===== config.mk =====
export PLATFORM = sky130hd
export DESIGN_NAME = ahb2apb_req_arbiter_flat
export DESIGN_NICKNAME = d
export VERILOG_FILES = /design/src/rtl/ahb2apb_req_arbiter_pkg.sv /design/src/rtl/ahb2apb_req_arbiter_if.sv /design/src/rtl/ahb2apb_req_arbiter_rr_arbiter.sv /design/src/rtl/ahb2apb_req_arbiter.sv /design/src/flat_wrapper.sv
export SDC_FILE = /design/constraint.sdc
export NUM_CORES = 1
export LEC_CHECK = 0
export CAP_MARGIN = 20
export CORE_AREA = 5 5 156 158
export CTS_CLUSTER_SIZE = 30
export DETAILED_ROUTE_END_ITERATION = 10
export DIE_AREA = 0 0 161 163
export GPL_ROUTABILITY_DRIVEN = 0
export HOLD_SLACK_MARGIN = 0.15
export PLACE_DENSITY = 0.66
export RECOVER_POWER = 25
export SLEW_MARGIN = 25
export SYNTH_ARGS = -nofsm -noshare
export SYNTH_HDL_FRONTEND = slang
export SYNTH_SLANG_ARGS = --single-unit
export TNS_END_PERCENT = 20

===== constraint.sdc =====
create_clock -name hclk -period 4.6 [get_ports hclk]
set_input_delay 0.92 -clock hclk [delete_from_list [all_inputs] [get_ports hclk]]
set_output_delay 0.92 -clock hclk [all_outputs]
set_load 0.02 [all_outputs]

===== src/rtl/ahb2apb_req_arbiter_pkg.sv =====
// Shared types and constants for the ahb2apb request arbiter.
package ahb2apb_arb_pkg;

  typedef enum logic [1:0] {
    HTRANS_IDLE   = 2'b00,
    HTRANS_NONSEQ = 2'b10
  } htrans_t;

  typedef enum logic [1:0] {
    ST_IDLE = 2'b00,
    ST_ADDR = 2'b01,
    ST_DATA = 2'b10
  } arb_state_t;

  localparam logic [2:0] HSIZE_WORD = 3'b010;

  // Width of a requester index; never below 1 bit.
  function automatic int unsigned idx_w(input int unsigned n);
    return (n <= 2) ? 1 : $clog2(n);
  endfunction

endpackage


===== src/rtl/ahb2apb_req_arbiter_if.sv =====
// Requester-side and AHB-side signals of the arbiter.
// With AHB2APB_ARB_TIMEOUT_EN defined the bundle also carries timeout_flag.
interface ahb2apb_req_arbiter_if #(
  parameter int unsigned N_REQ  = 4,
  parameter int unsigned ADDR_W = 32,
  parameter int unsigned DATA_W = 32
);
  // requester side
  logic [N_REQ-1:0]        req;
  logic [N_REQ-1:0]        req_write;
  logic [N_REQ*ADDR_W-1:0] req_addr;
  logic [N_REQ*DATA_W-1:0] req_wdata;
  logic [N_REQ-1:0]        gnt;
  logic [N_REQ-1:0]        done;
  logic [DATA_W-1:0]       rdata;
  logic                    err;
  // AHB side
  logic                    hsel;
  logic [ADDR_W-1:0]       haddr;
  logic [1:0]              htrans;
  logic                    hwrite;
  logic [2:0]              hsize;
  logic [DATA_W-1:0]       hwdata;
  logic [DATA_W-1:0]       hrdata;
  logic                    hready;
  logic                    hresp;
`ifdef AHB2APB_ARB_TIMEOUT_EN
  logic                    timeout_flag;
`endif

  // Arbiter view: drives grants and the AHB master signals.
  modport master (
    input  req, req_write, req_addr, req_wdata, hrdata, hready, hresp,
    output gnt, done, rdata, err, hsel, haddr, htrans, hwrite, hsize, hwdata
`ifdef AHB2APB_ARB_TIMEOUT_EN
    , output timeout_flag
`endif
  );

  // Environment view: requesters plus the bridge slave port.
  modport slave (
    output req, req_write, req_addr, req_wdata, hrdata, hready, hresp,
    input  gnt, done, rdata, err, hsel, haddr, htrans, hwrite, hsize, hwdata
`ifdef AHB2APB_ARB_TIMEOUT_EN
    , input timeout_flag
`endif
  );

endinterface


===== src/rtl/ahb2apb_req_arbiter_rr_arbiter.sv =====
// Combinational round-robin pick: first set request at or after the pointer.
module rr_arbiter #(
  parameter int unsigned N_REQ = 4,
  parameter int unsigned IDX_W = 2
) (
  input  logic [N_REQ-1:0] i_req,
  input  logic [IDX_W-1:0] i_ptr,
  output logic [N_REQ-1:0] o_gnt_c,
  output logic [IDX_W-1:0] o_idx_c,
  output logic             o_any_c
);

  // Scan from the pointer, wrapping at N_REQ-1, keep the first hit.
  always_comb begin
    int unsigned j;
    j       = 0;
    o_gnt_c = '0;
    o_idx_c = '0;
    o_any_c = 1'b0;
    for (int unsigned i = 0; i < N_REQ; i++) begin
      j = int'(i_ptr) + i;
      if (j >= N_REQ) j = j - N_REQ;
      if (!o_any_c && i_req[j]) begin
        o_any_c    = 1'b1;
        o_gnt_c[j] = 1'b1;
        o_idx_c    = IDX_W'(j);
      end
    end
  end

endmodule


===== src/rtl/ahb2apb_req_arbiter.sv =====
// Round-robin sharing of the bridge AHB-Lite slave port between N_REQ
// requesters; one transfer at a time, IDLE -> ADDR -> DATA -> IDLE.
// Optional wait-state timeout: define AHB2APB_ARB_TIMEOUT_EN.
module ahb2apb_req_arbiter
  import ahb2apb_arb_pkg::*;
#(
  parameter int unsigned N_REQ  = 4,
  parameter int unsigned ADDR_W = 32,
  parameter int unsigned DATA_W = 32
`ifdef AHB2APB_ARB_TIMEOUT_EN
  , parameter int unsigned TIMEOUT_CYC = 64
`endif
) (
  input  logic                  hclk,
  input  logic                  hreset,
  ahb2apb_req_arbiter_if.master bus
);

  localparam int unsigned IDX_W = idx_w(N_REQ);
`ifdef AHB2APB_ARB_TIMEOUT_EN
  localparam int unsigned CNT_W = $clog2(TIMEOUT_CYC + 1);
`endif

  arb_state_t        r_state;
  logic [IDX_W-1:0]  r_ptr;
  logic [IDX_W-1:0]  r_gidx;
  logic [N_REQ-1:0]  r_gnt;
  logic [N_REQ-1:0]  r_done;
  logic [DATA_W-1:0] r_rdata;
  logic              r_err;
  logic              r_hsel;
  logic [ADDR_W-1:0] r_haddr;
  htrans_t           r_htrans;
  logic              r_hwrite;
  logic [DATA_W-1:0] r_hwdata;
`ifdef AHB2APB_ARB_TIMEOUT_EN
  logic [CNT_W-1:0]  r_wait_cnt;
  logic              r_timeout_flag;
`endif

  logic [N_REQ-1:0]  w_gnt;
  logic [IDX_W-1:0]  w_gidx;
  logic              w_any;
  logic [IDX_W-1:0]  w_ptr_next;
  logic [ADDR_W-1:0] w_addr  [N_REQ];
  logic [DATA_W-1:0] w_wdata [N_REQ];

  rr_arbiter #(
    .N_REQ (N_REQ),
    .IDX_W (IDX_W)
  ) u_rr (
    .i_req   (bus.req),
    .i_ptr   (r_ptr),
    .o_gnt_c (w_gnt),
    .o_idx_c (w_gidx),
    .o_any_c (w_any)
  );

  // Unpack per-requester address and write data.
  always_comb begin
    for (int i = 0; i < int'(N_REQ); i++) begin
      w_addr[i]  = bus.req_addr[i*ADDR_W +: ADDR_W];
      w_wdata[i] = bus.req_wdata[i*DATA_W +: DATA_W];
    end
  end

  assign w_ptr_next = (r_gidx == IDX_W'(N_REQ - 1)) ? '0 : r_gidx + IDX_W'(1);

  // Arbitration FSM with registered AHB and requester outputs.
  always_ff @(posedge hclk or posedge hreset) begin
    if (hreset) begin
      r_state        <= ST_IDLE;
      r_ptr          <= '0;
      r_gidx         <= '0;
      r_gnt          <= '0;
      r_done         <= '0;
      r_rdata        <= '0;
      r_err          <= 1'b0;
      r_hsel         <= 1'b0;
      r_haddr        <= '0;
      r_htrans       <= HTRANS_IDLE;
      r_hwrite       <= 1'b0;
      r_hwdata       <= '0;
`ifdef AHB2APB_ARB_TIMEOUT_EN
      r_wait_cnt     <= '0;
      r_timeout_flag <= 1'b0;
`endif
    end else begin
      r_done <= '0;
      unique case (r_state)
        ST_IDLE: begin
          if (w_any) begin
            r_gnt    <= w_gnt;
            r_gidx   <= w_gidx;
            r_haddr  <= w_addr[w_gidx] & ~ADDR_W'(3);
            r_hwrite <= bus.req_write[w_gidx];
            r_hsel   <= 1'b1;
            r_htrans <= HTRANS_NONSEQ;
            r_state  <= ST_ADDR;
          end
        end
        ST_ADDR: begin
          if (bus.hready) begin
            r_htrans   <= HTRANS_IDLE;
            r_hwdata   <= w_wdata[r_gidx];
            r_state    <= ST_DATA;
`ifdef AHB2APB_ARB_TIMEOUT_EN
            r_wait_cnt <= '0;
`endif
          end
        end
        ST_DATA: begin
          if (bus.hready) begin
            r_done <= r_gnt;
            if (!r_hwrite) r_rdata <= bus.hrdata;
            r_err   <= bus.hresp;
            r_gnt   <= '0;
            r_hsel  <= 1'b0;
            r_ptr   <= w_ptr_next;
            r_state <= ST_IDLE;
          end
`ifdef AHB2APB_ARB_TIMEOUT_EN
          else if (r_wait_cnt == CNT_W'(TIMEOUT_CYC - 1)) begin
            // slave stuck: abandon the transfer and report an error
            r_done         <= r_gnt;
            r_err          <= 1'b1;
            r_gnt          <= '0;
            r_hsel         <= 1'b0;
            r_htrans       <= HTRANS_IDLE;
            r_ptr          <= w_ptr_next;
            r_timeout_flag <= 1'b1;
            r_state        <= ST_IDLE;
          end else begin
            r_wait_cnt <= r_wait_cnt + CNT_W'(1);
          end
`endif
        end
        default: r_state <= ST_IDLE;
      endcase
    end
  end

  assign bus.gnt    = r_gnt;
  assign bus.done   = r_done;
  assign bus.rdata  = r_rdata;
  assign bus.err    = r_err;
  assign bus.hsel   = r_hsel;
  assign bus.haddr  = r_haddr;
  assign bus.htrans = r_htrans;
  assign bus.hwrite = r_hwrite;
  assign bus.hsize  = HSIZE_WORD;
  assign bus.hwdata = r_hwdata;
`ifdef AHB2APB_ARB_TIMEOUT_EN
  assign bus.timeout_flag = r_timeout_flag;
`endif

endmodule


===== src/flat_wrapper.sv =====
// flat-port wrapper written by rule: the top's interface ports become plain ports
module ahb2apb_req_arbiter_flat import ahb2apb_arb_pkg::*;
#(
  parameter int unsigned N_REQ  = 4,
  parameter int unsigned ADDR_W = 32,
  parameter int unsigned DATA_W = 32

)
  (hclk, hreset, bus_req, bus_req_write, bus_req_addr, bus_req_wdata, bus_hrdata, bus_hready, bus_hresp, bus_gnt, bus_done, bus_rdata, bus_err, bus_hsel, bus_haddr, bus_htrans, bus_hwrite, bus_hsize, bus_hwdata);
  ahb2apb_req_arbiter_if #(.N_REQ(N_REQ), .ADDR_W(ADDR_W), .DATA_W(DATA_W)) bus_i ();
  input  logic hclk;
  input  logic hreset;
  input wire logic [$bits(bus_i.req)-1:0] bus_req;
  input wire logic [$bits(bus_i.req_write)-1:0] bus_req_write;
  input wire logic [$bits(bus_i.req_addr)-1:0] bus_req_addr;
  input wire logic [$bits(bus_i.req_wdata)-1:0] bus_req_wdata;
  input wire logic [$bits(bus_i.hrdata)-1:0] bus_hrdata;
  input wire logic [$bits(bus_i.hready)-1:0] bus_hready;
  input wire logic [$bits(bus_i.hresp)-1:0] bus_hresp;
  output wire logic [$bits(bus_i.gnt)-1:0] bus_gnt;
  output wire logic [$bits(bus_i.done)-1:0] bus_done;
  output wire logic [$bits(bus_i.rdata)-1:0] bus_rdata;
  output wire logic [$bits(bus_i.err)-1:0] bus_err;
  output wire logic [$bits(bus_i.hsel)-1:0] bus_hsel;
  output wire logic [$bits(bus_i.haddr)-1:0] bus_haddr;
  output wire logic [$bits(bus_i.htrans)-1:0] bus_htrans;
  output wire logic [$bits(bus_i.hwrite)-1:0] bus_hwrite;
  output wire logic [$bits(bus_i.hsize)-1:0] bus_hsize;
  output wire logic [$bits(bus_i.hwdata)-1:0] bus_hwdata;
  assign bus_i.req = bus_req;
  assign bus_i.req_write = bus_req_write;
  assign bus_i.req_addr = bus_req_addr;
  assign bus_i.req_wdata = bus_req_wdata;
  assign bus_i.hrdata = bus_hrdata;
  assign bus_i.hready = bus_hready;
  assign bus_i.hresp = bus_hresp;
  assign bus_gnt = bus_i.gnt;
  assign bus_done = bus_i.done;
  assign bus_rdata = bus_i.rdata;
  assign bus_err = bus_i.err;
  assign bus_hsel = bus_i.hsel;
  assign bus_haddr = bus_i.haddr;
  assign bus_htrans = bus_i.htrans;
  assign bus_hwrite = bus_i.hwrite;
  assign bus_hsize = bus_i.hsize;
  assign bus_hwdata = bus_i.hwdata;
  ahb2apb_req_arbiter #(.N_REQ(N_REQ), .ADDR_W(ADDR_W), .DATA_W(DATA_W)) u_core (.hclk(hclk), .hreset(hreset), .bus(bus_i));
endmodule

# --- Word-level counts from Yosys, hierarchy flattened ---
# Cells that the tools add are included.
op_classes:
  muxes: 55
  n_addsub: 8
  reduce_logical: 20
  n_bitwise: 6
  order_cmp: 15
  div_mod_pow: 0
  shift: 0
  eq_ne: 6
  multipliers: 0
op_table:
  columns: ["cell", "n"]
  rows:
  - ["$mux W32", 8]
  - ["$bmux W32 S2", 2]
  - ["$ge A32 B1 Y1 const B", 4]
  - ["$lt A32 B3 Y1 const B", 4]
  - ["$mux W4", 8]
  - ["$mux W2", 9]
  - ["$ge A3 B3 Y1 const B", 5]
  - ["$mux W1", 15]
  - ["$or A4 B4 Y4", 3]
  - ["$reduce_and A3 Y1", 4]
  - ["$sub A3 B3 Y4 const B", 3]
  - ["$bmux W1 S2", 5]
  - ["$demux W1 S2", 4]
  - ["$pmux W4 S2", 1]
  - ["$logic_and A1 B1 Y1", 7]
  - ["$add A2 B2 Y3 const B", 2]
  - ["$ne A2 B2 Y1 const B", 3]
  - ["$not A2 Y3", 2]
  - ["$pmux W2 S3", 1]
  - ["$reduce_and A2 Y1", 3]
  - ["$eq A2 B2 Y1 const B", 2]
  - ["$pmux W2 S2", 1]
  - ["$reduce_bool A2 Y1", 2]
  - ["$sub A2 B3 Y4 const B", 1]
  - ["9 further kinds", 11]
word_totals:
  romBits: 0
  inputBits: 300
  latch_bits: 0
  ramBits: 0
  out_inout_bits: 112
  elab_cells: 122
  memories: 0
  register_bits: 113

# --- Depth between registers and ports, before layout ---
# Gate-level depths: netlist (run 1).
logic_depth:
  word_depth: 18
  depth_mapped: 12
  mapped_depth_nobuf: 7

# --- Modules after synthesis ---
# Synthesis (run 1) repeated with hierarchy kept, for this count alone.
hier_totals:
  hier_cells: 392
  hier_area_um2: 6471.2
by_module_without_submodules:
  columns: ["module", "seq_area_each_um2", "area_each_um2", "instances", "cells_each"]
  rows:
  - ["ahb2apb_req_arbiter", 2802.7, 6012.0, 1, 344]
  - ["rr_arbiter", 0.0, 459.2, 1, 48]

# --- Worst setup path before layout (run 1) ---
# OpenSTA, ideal clock, no wires.
synth_path:
  kind: "reg2reg"
  startpoint: "register u_core.r_ptr[0]"
  endpoint: "register u_core.r_haddr[31] (netlist: u_core.bus.haddr[31])"
  stages_incl_launch_ff: 13
  period_less_slack_ps: 2703
  path_buffers: 5
  setup_ps: 135
  path_slack_ps: 1897
  arrival_time_ps: 2569
  required_ps: 4465
  cell_sequence: "dfrtp_1 -> buf_6 -> buf_4 -> inv_1 -> ha_1 -> buf_2 -> a21bo_1 -> a221o_1 -> buf_2 -> clkbuf_1 -> and3_1 -> a2111oi_2 -> o31ai_1"
synth_between:
  elab_chain_len: 18
  elab_cells_between_ends: 42
  classes_between: "add/sub: 7; order compare: 4; mux: 23; bitwise: 1; reduce/logical: 7"
synth_rtl:
  columns: ["element", "line_no", "source"]
  rows:
  - ["from (decl)", "ahb2apb_req_arbiter.sv:25", "logic [IDX_W-1:0] r_ptr;"]
  - ["from (signal assigned)", "ahb2apb_req_arbiter.sv:119", "r_ptr <= w_ptr_next;"]
  - ["parallel branches: the longest is 18 deep, another holds $sub A3 B3 Y4", null, null]
  - ["to (signal assigned)", "ahb2apb_req_arbiter.sv:95", "r_haddr <= w_addr[w_gidx] & ~ADDR_W'(3);"]
  - ["to (decl)", "ahb2apb_req_arbiter.sv:32", "logic [ADDR_W-1:0] r_haddr;"]
# Several ways; the timed one is not identified. The select of a mux whose other input is x is not followed.
# A chain may end at the register's enable or synchronous reset.

# --- Worst setup path after layout (run 1) ---
layout_path:
  startpoint: "register u_core.r_ptr[0]"
  endpoint: "register u_core.r_haddr[14] (netlist: u_core.bus.haddr[14])"
# The elaborated chain is that of the path after synthesis.

==> results of run 1 <==
==> worst max path at each step <==
| stage | slack, ns | cells past startpoint | to |
|---|---|---|---|
| after floorplan | 0.72 | 1 | u_core.bus.done[0] |
| after global placement | 0.91 | 7 | u_core.bus.haddr[2] |
| after detailed placement | 0.93 | 7 | u_core.bus.haddr[2] |
| after CTS | 1.13 | 8 | u_core.bus.haddr[20] |
| after global routing | 0.56 | 3 | u_core.bus.hsel |
| final | 1.17 | 8 | u_core.bus.haddr[14] |
==> metrics by stage <==
stage                     worst slack, ns  power [mW]  std cells  util (%)
after floorplan                     0.721        4.57        564         -
after global placement              0.915        6.37       1200      47.5
after detailed placement            0.932        6.43       1200      47.5
after CTS                            1.13        7.36       1216      49.0
after global routing                0.558        7.75       1219      49.0
final                                1.17        7.25       1219      49.0
==> tightest hold or removal path, stage by stage (launching register included) <==
cell     delay [ns]
dfrtp_1        0.35
nand2_1        0.05
o31ai_1        0.05
==> power groups by stage <==
stage	Sequential (mW)	Clock, mW	Combinational, mW
floorplan	2.29	0	2.28
global placement	1.84	0	4.54
detailed placement	1.86	0	4.57
CTS	1.84	0.937	4.58
global route	1.91	0.966	4.87
finish	1.84	0.902	4.51
==> cells in the final DEF (no fill, tap or decap), types with 3 or more instances in the layout <==
| cell type | n |
|---|---|
| clkdlybuf4s50_1 | 395 |
| dfrtp_1 | 110 |
| mux2_2 | 67 |
| and3_1 | 63 |
| nand2_1 | 45 |
| mux4_2 | 34 |
| o31ai_1 | 34 |
| a221oi_1 | 31 |
| a2111oi_2 | 29 |
| buf_4 | 15 |
| inv_1 | 9 |
| nor2_1 | 9 |
| clkbuf_16 | 9 |
| mux2i_1 | 7 |
| conb_1 | 6 |
| ha_1 | 5 |
| a21oi_1 | 4 |
| a22o_1 | 4 |
| a22oi_1 | 4 |
| diode_2 | 3 |
| nand2b_1 | 3 |
==> cells by family (layout without fill, tap and decap cells) <==
family | count (synthesis) | after routing | share of synthesized area (%)
DFF | 112 | 112 | 41.6
AOI/OAI and AO/OA | 123 | 123 | 17.5
other | 2 | 9 | 0.112
buffers and inverters | 79 | 441 | 5.72
muxes | 109 | 109 | 23.8
and+or+nand+nor | 130 | 130 | 10.2
adders and majority gates | 5 | 5 | 0.929
==> synth_stat cells (2+ instances only) <==
cell type  count
buf_4          8
a22oi_1        4
mux4_2        34
a21oi_1        5
a221oi_1      31
inv_1         10
clkbuf_2       2
a22o_1         4
mux2_2        67
o21ai_0        2
a2111oi_2     29
dfrtp_1      112
buf_2         15
nand3b_1       2
and3_1        63
mux2i_1        7
buf_6          5
nand2b_1       3
o31ai_1       35
conb_1         2
a31oi_1        2
ha_1           5
a2111oi_0      2
clkbuf_1      35
nand2_1       45
buf_1          4
nor2_1        10
==> per-layer routing <==
layer / global-route usage [%] / up-vias
met5: 0 / -
met4: 5.93 / 4
met3: 7.74 / 38
met2: 32.4 / 292
met1: 22.3 / 3015
li1: - / 2895
==> layout make-up <==
cell class / count / area (um^2) / share of cell area, %
Clock buffer: 9 / 225 / 2.00
Sequential cell: 112 / 2810 / 24.9
Tap cell: 290 / 363 / 3.22
Clock inverter: 7 / 109 / 0.967
Antenna cell: 3 / 7.51 / 0.0667
Timing Repair Buffer: 415 / 4120 / 36.5
Inverter: 10 / 38.8 / 0.344
Multi-Input combinational cell: 373 / 3600 / 31.9
==> registers in the layout (all words and copies together) (netlist names), 2 cells and up <==
register	flops
u_core.bus.hwdata	32
u_core.bus.rdata	32
u_core.bus.haddr	30
u_core.bus.done	4
u_core.bus.gnt	4
u_core.r_gidx	2
u_core.r_ptr	2
u_core.r_state	2
==> run summary, run 1 <==
Seq pwr share = 25.3%
global route overflow = 0
CTS root buffer = clkbuf_16
slew margin rel. = -83.5%
Setup Skew = 0.0107 ns
fin crit period = 3.43 ns
layout cells sized above 1 = 19.0%
CP top delay family = compound AO/OA/AOI/OAI gates
first-pass iteration count of the detailed router = 4
combinational power share = 62.2%
clock power share = 12.4%
CP endpoint kind = flip-flop
Switching Fraction = 42.4%
initial antenna violation count = 5
Die Y = 163 um
Post-synth ARST share = 100%
syn avg cell area = 12.0 um^2
HP Class = flip-flop to flip-flop
Gate Count Post-Synth = 560
# IOs = 412
later-pin clock latency in the skew report = 0.36 ns
hold-critical path depth = 2
max cap viols = 2
static leakage = 4.52 nW
Worst EP arrival = 3.65 ns
Final setup viols = 0
number of nets with antenna violations after routing = 0
die area = 26,200 um^2
f_max = 0.292 GHz
share of the synthesized area in the top cell type = 41.6%
Area Growth Syn to Fin = 67.3%
Slew @ Worst Pin = 2.74 ns
FF+latch count, synth = 112
vias in the first global route = 6,397
period utilization = 74.5%
CP startpoint = u_core.r_ptr[0]
Num CTS Buffers = 9
Reg2Reg Depth = 8
DP Area = 10,900 um^2
# port buffers = 397
metal1 wirelength = 9920 um
maximum root-to-sink buffer count = 2
final hold violations = 0
via count = 6,244
nets = 1,226
Int Power = 4.18 mW
maximum VDD drop = 0.000234 V
synth top area cells = dfrtp_1 (42%), mux4_2 (11%), mux2_2 (11%)
clock-pin slew on the worst setup and hold paths = 0.08 ns
starting density of the core = 29.3%
critical-path cell list = inv_1, ha_1, a21bo_1, a221o_2, buf_4, and3_1, a2111oi_2, o31ai_1
post-route cell area = 11,300 um^2
final hold slack = 0.480 ns
Critical Path Slowest Stage Cell = dfrtp_1
post-DR wirelength/cell = 21.2 um
CP bufs+invs = 2
Iteration-0 DRC Markers = 269
leading area contributor after synthesis = dfrtp_1
met2 WL = 12,800 um
Gates resized, CTS repair = 0
CP peak stage delay = 0.82 ns
# H-tree levels = 3
Worst Path Required = 4.82 ns
clock sinks = 112
Vias/cell = 5.12
failing checks = max-capacitance violations, max-slew violations
post-CTS setup buffer count = 0
Rows = 56
# fillers = 2,159
wirelength, routed = 25,900 um
r2r endpoint = u_core.bus.haddr[14]
hold_sp = u_core.bus.haddr[12]
sw power = 3.07 mW
Die W = 161 um
hold buffer count at cts = 0
largest net degree at the start of global routing = 70
Synth Flop Type = dfrtp_1
Post-Route Setup TNS = 0 ns
GRT Overall Usage = 19.1%
Post-synth EDFFs = 0
unrepaired setup endpoints after global routing = no
critical path fanouts, max = 61
Core Region = 23,000 um^2
crit path launch type = flip-flop
register area share after synthesis = 41.6%
first-pass GRT wire length = 38,700 um
Top Metal Used = met5
WL met3 = 2720 um
Post-DP HPWL = 20,000 um
Slew Limit Fails = 93
library cells used by synthesis = 44
WS Path Type = flip-flop to flip-flop
post-synthesis cell area = 6730 um^2
worst-case hold path end point = u_core.bus.haddr[12]
outcome = complete, but fails checks
Synth Warn # = 0
DRC = 0
worst flop-to-flop path startpoint = u_core.r_ptr[0]
FF-to-FF setup slack = 1.17 ns
TritonCTS clock tree = yes
power per cell area = 644 nW/um^2
No activity file was read; power rests on OpenSTA's default activity.
==> inputs of run 2 (changes only) <==
==> constraint.sdc (replaced) <==
create_clock -name hclk -period 3.47 [get_ports hclk]
set_input_delay 0.694 -clock hclk [delete_from_list [all_inputs] [get_ports hclk]]
set_output_delay 0.694 -clock hclk [all_outputs]
set_load 0.02 [all_outputs]
==> run 2 against run 1 <==
The flow still finishes with violations (max-capacitance violations, max-slew violations). Sequential share of layout area fell by 0.32 points. Utilization up 0.64 points. Die area unchanged. Cell count grew 1.4%. Clock power up 24%. Non-clock buffer count is 16 higher. Global-route usage is 0.41 points higher. Register-to-register slack worse by 0.34 ns. Sequential power increased by 29%. Clock skew decreased by 0.0019 ns. Critical path type is now input port to flip-flop. Critical endpoint is now u_core.bus.haddr[6].
==> run summary, run 2 (synthesized netlist as in run 1, its figures left out) <==
power per cell area = 845 nW/um^2 (+31%)
post-CTS setup buffer count = 0 (unchanged)
critical-path cell list = clkdlybuf4s50_1, inv_1, a41o_1, o31ai_4, buf_4, a221oi_1, o31ai_1
WS Path Type = input port to flip-flop
DP Area = 11,100 um^2 (+1.6%)
CTS root buffer = clkbuf_16
post-DR wirelength/cell = 21.3 um (+0.47%)
Setup Skew = 0.00885 ns (-0.00189 ns)
Crit path depth = 7 (-1)
most frequent cells in the layout = clkdlybuf4s50_1 (395), dfrtp_1 (110), mux2_2 (67)
CP peak stage delay = 0.79 ns (-0.03 ns)
CP top delay family = compound AO/OA/AOI/OAI gates
GRT Overall Usage = 19.5% (+0.41 points)
hold-critical path depth = 2 (unchanged)
final hold violations = 0 (unchanged)
hold_sp = u_core.bus.haddr[25]
Core Region = 23,000 um^2 (unchanged)
vias in the first global route = 6,540 (+2.2%)
f_max = 0.339 GHz
initial antenna violation count = 6 (+1)
# fillers = 2,117 (-1.9%)
r2r endpoint = u_core.bus.haddr[16]
clock sinks = 112 (unchanged)
Critical Path Slowest Stage Cell = o31ai_4
largest net degree at the start of global routing = 54 (-23%)
Num CTS Buffers = 9 (unchanged)
Area Growth Syn to Fin = 69.5%
max cap viols = 1 (-1)
Gates resized, CTS repair = 0 (unchanged)
Iteration-0 DRC Markers = 231 (-14%)
Final setup viols = 0 (unchanged)
Slew @ Worst Pin = 1.77 ns (-0.964 ns)
CP bufs+invs = 3 (+1)
period utilization = 85.0%
most common cell after layout, fill and taps aside = clkdlybuf4s50_1
FF-to-FF setup slack = 0.83 ns (-0.34 ns)
Post-Route Setup TNS = 0 ns (unchanged)
non-filler cells, final = 1,236 (+1.4%)
unrepaired setup endpoints after global routing = no
layout cells sized above 1 = 20.4% (+1.4 points)
critical path fanouts, max = 18 (-70%)
Post-DP HPWL = 20,700 um (+3.8%)
outcome = complete, but fails checks
post-route cell area = 11,400 um^2 (+1.3%)
CP endpoint kind = flip-flop
DRC = 0 (unchanged)
# H-tree levels = 3 (unchanged)
hold buffer count at cts = 0 (unchanged)
Worst Path Required = 3.74 ns (-1.08 ns)
Worst EP arrival = 3.22 ns (-0.43 ns)
first-pass iteration count of the detailed router = 4 (unchanged)
via count = 6,283 (+0.62%)
Die W = 161 um (unchanged)
worst flop-to-flop path startpoint = u_core.r_ptr[0]
starting density of the core = 29.3% (unchanged)
nets = 1,242 (+1.3%)
# port buffers = 397 (unchanged)
worst-case hold path end point = u_core.bus.haddr[25]
Die Y = 163 um (unchanged)
maximum VDD drop = 0.000368 V (+57%)
slew margin rel. = -18.9% (+65 points)
fin crit period = 2.95 ns
global route overflow = 0 (unchanged)
FF+latch area = 2810 um^2 (unchanged)
number of nets with antenna violations after routing = 0 (unchanged)
Reg2Reg Depth = 8 (unchanged)
Vias/cell = 5.08 (-0.76%)
wirelength, routed = 26,400 um (+1.9%)
first-pass GRT wire length = 39,500 um (+2.2%)
static leakage = 4.61 nW (+1.8%)
HP Class = flip-flop to flip-flop
Post-Place Cells = 1,216 (+1.3%)
maximum root-to-sink buffer count = 2 (unchanged)
TritonCTS clock tree = yes
die area = 26,200 um^2 (unchanged)
failing checks = max-capacitance violations, max-slew violations
crit path launch type = input port
Slew Limit Fails = 32 (-66%)
# IOs = 412 (unchanged)
Rows = 56 (unchanged)
later-pin clock latency in the skew report = 0.37 ns (about the same)
area of the multi-input gates = 3600 um^2 (unchanged)
clock-pin slew on the worst setup and hold paths = 0.09 ns (about the same)
## run 2: cell type report
type,count,share of cell area (%)
diodes,4,0.0877
clock buffers,9,1.97
clock inverters,7,0.713
inverters,10,0.340
multi-input cells,373,31.5
flip-flops and latches,112,24.6
well taps,290,3.18
repair buffers,431,37.6
## run 2: how the worst max path moves through the flow
| stage | end | from |
|---|---|---|
| 6_report | u_core.bus.haddr[6] | bus_req[1] |
| 2_1_floorplan | u_core.bus.haddr[31] | u_core.r_ptr[0] |
| 5_1_grt | u_core.bus.haddr[30] | bus_req[0] |
| 3_5_place_dp | u_core.bus.hwrite | bus_req[1] |
| 3_3_place_gp | u_core.bus.haddr[9] | bus_req[1] |
| 4_1_cts | u_core.bus.haddr[6] | bus_req[1] |
## run 2: per-stage QoR
| step | hold slack (ns) | total power [mW] | setup slack [ns] | util (%) |
|---|---|---|---|---|
| floorplan | 0.492 | 6.07 | 0.767 | - |
| global placement | 0.461 | 8.56 | 0.120 | 48.3 |
| detailed placement | 0.468 | 8.65 | 0.0703 | 48.3 |
| CTS | 0.487 | 9.80 | 0.441 | 49.6 |
| global route | 0.505 | 10.3 | 0.353 | 49.6 |
| finish | 0.481 | 9.64 | 0.520 | 49.6 |
## run 2: worst reg2reg max path, cell delays in order, from the launching register on
cell and delay [ns]:
dfrtp_1 0.39, inv_1 0.13, ha_1 0.27, buf_4 0.18
o32a_2 0.57, buf_4 0.31, and3_1 0.20, a2111oi_2 0.39
o31ai_1 0.10
## run 2: report_power, final
part | switching [mW] | internal (mW)
sequential | 0.418 | 1.96
combinational | 3.10 | 3.04
clock | 0.600 | 0.522
total | 4.12 | 5.52
## run 2: per-layer routing
layer  global-route usage, %  share of wire, %
met5                       0              0.12
met4                    6.63               2.5
met3                    7.80                10
met2                    33.5                49
met1                    22.2                38
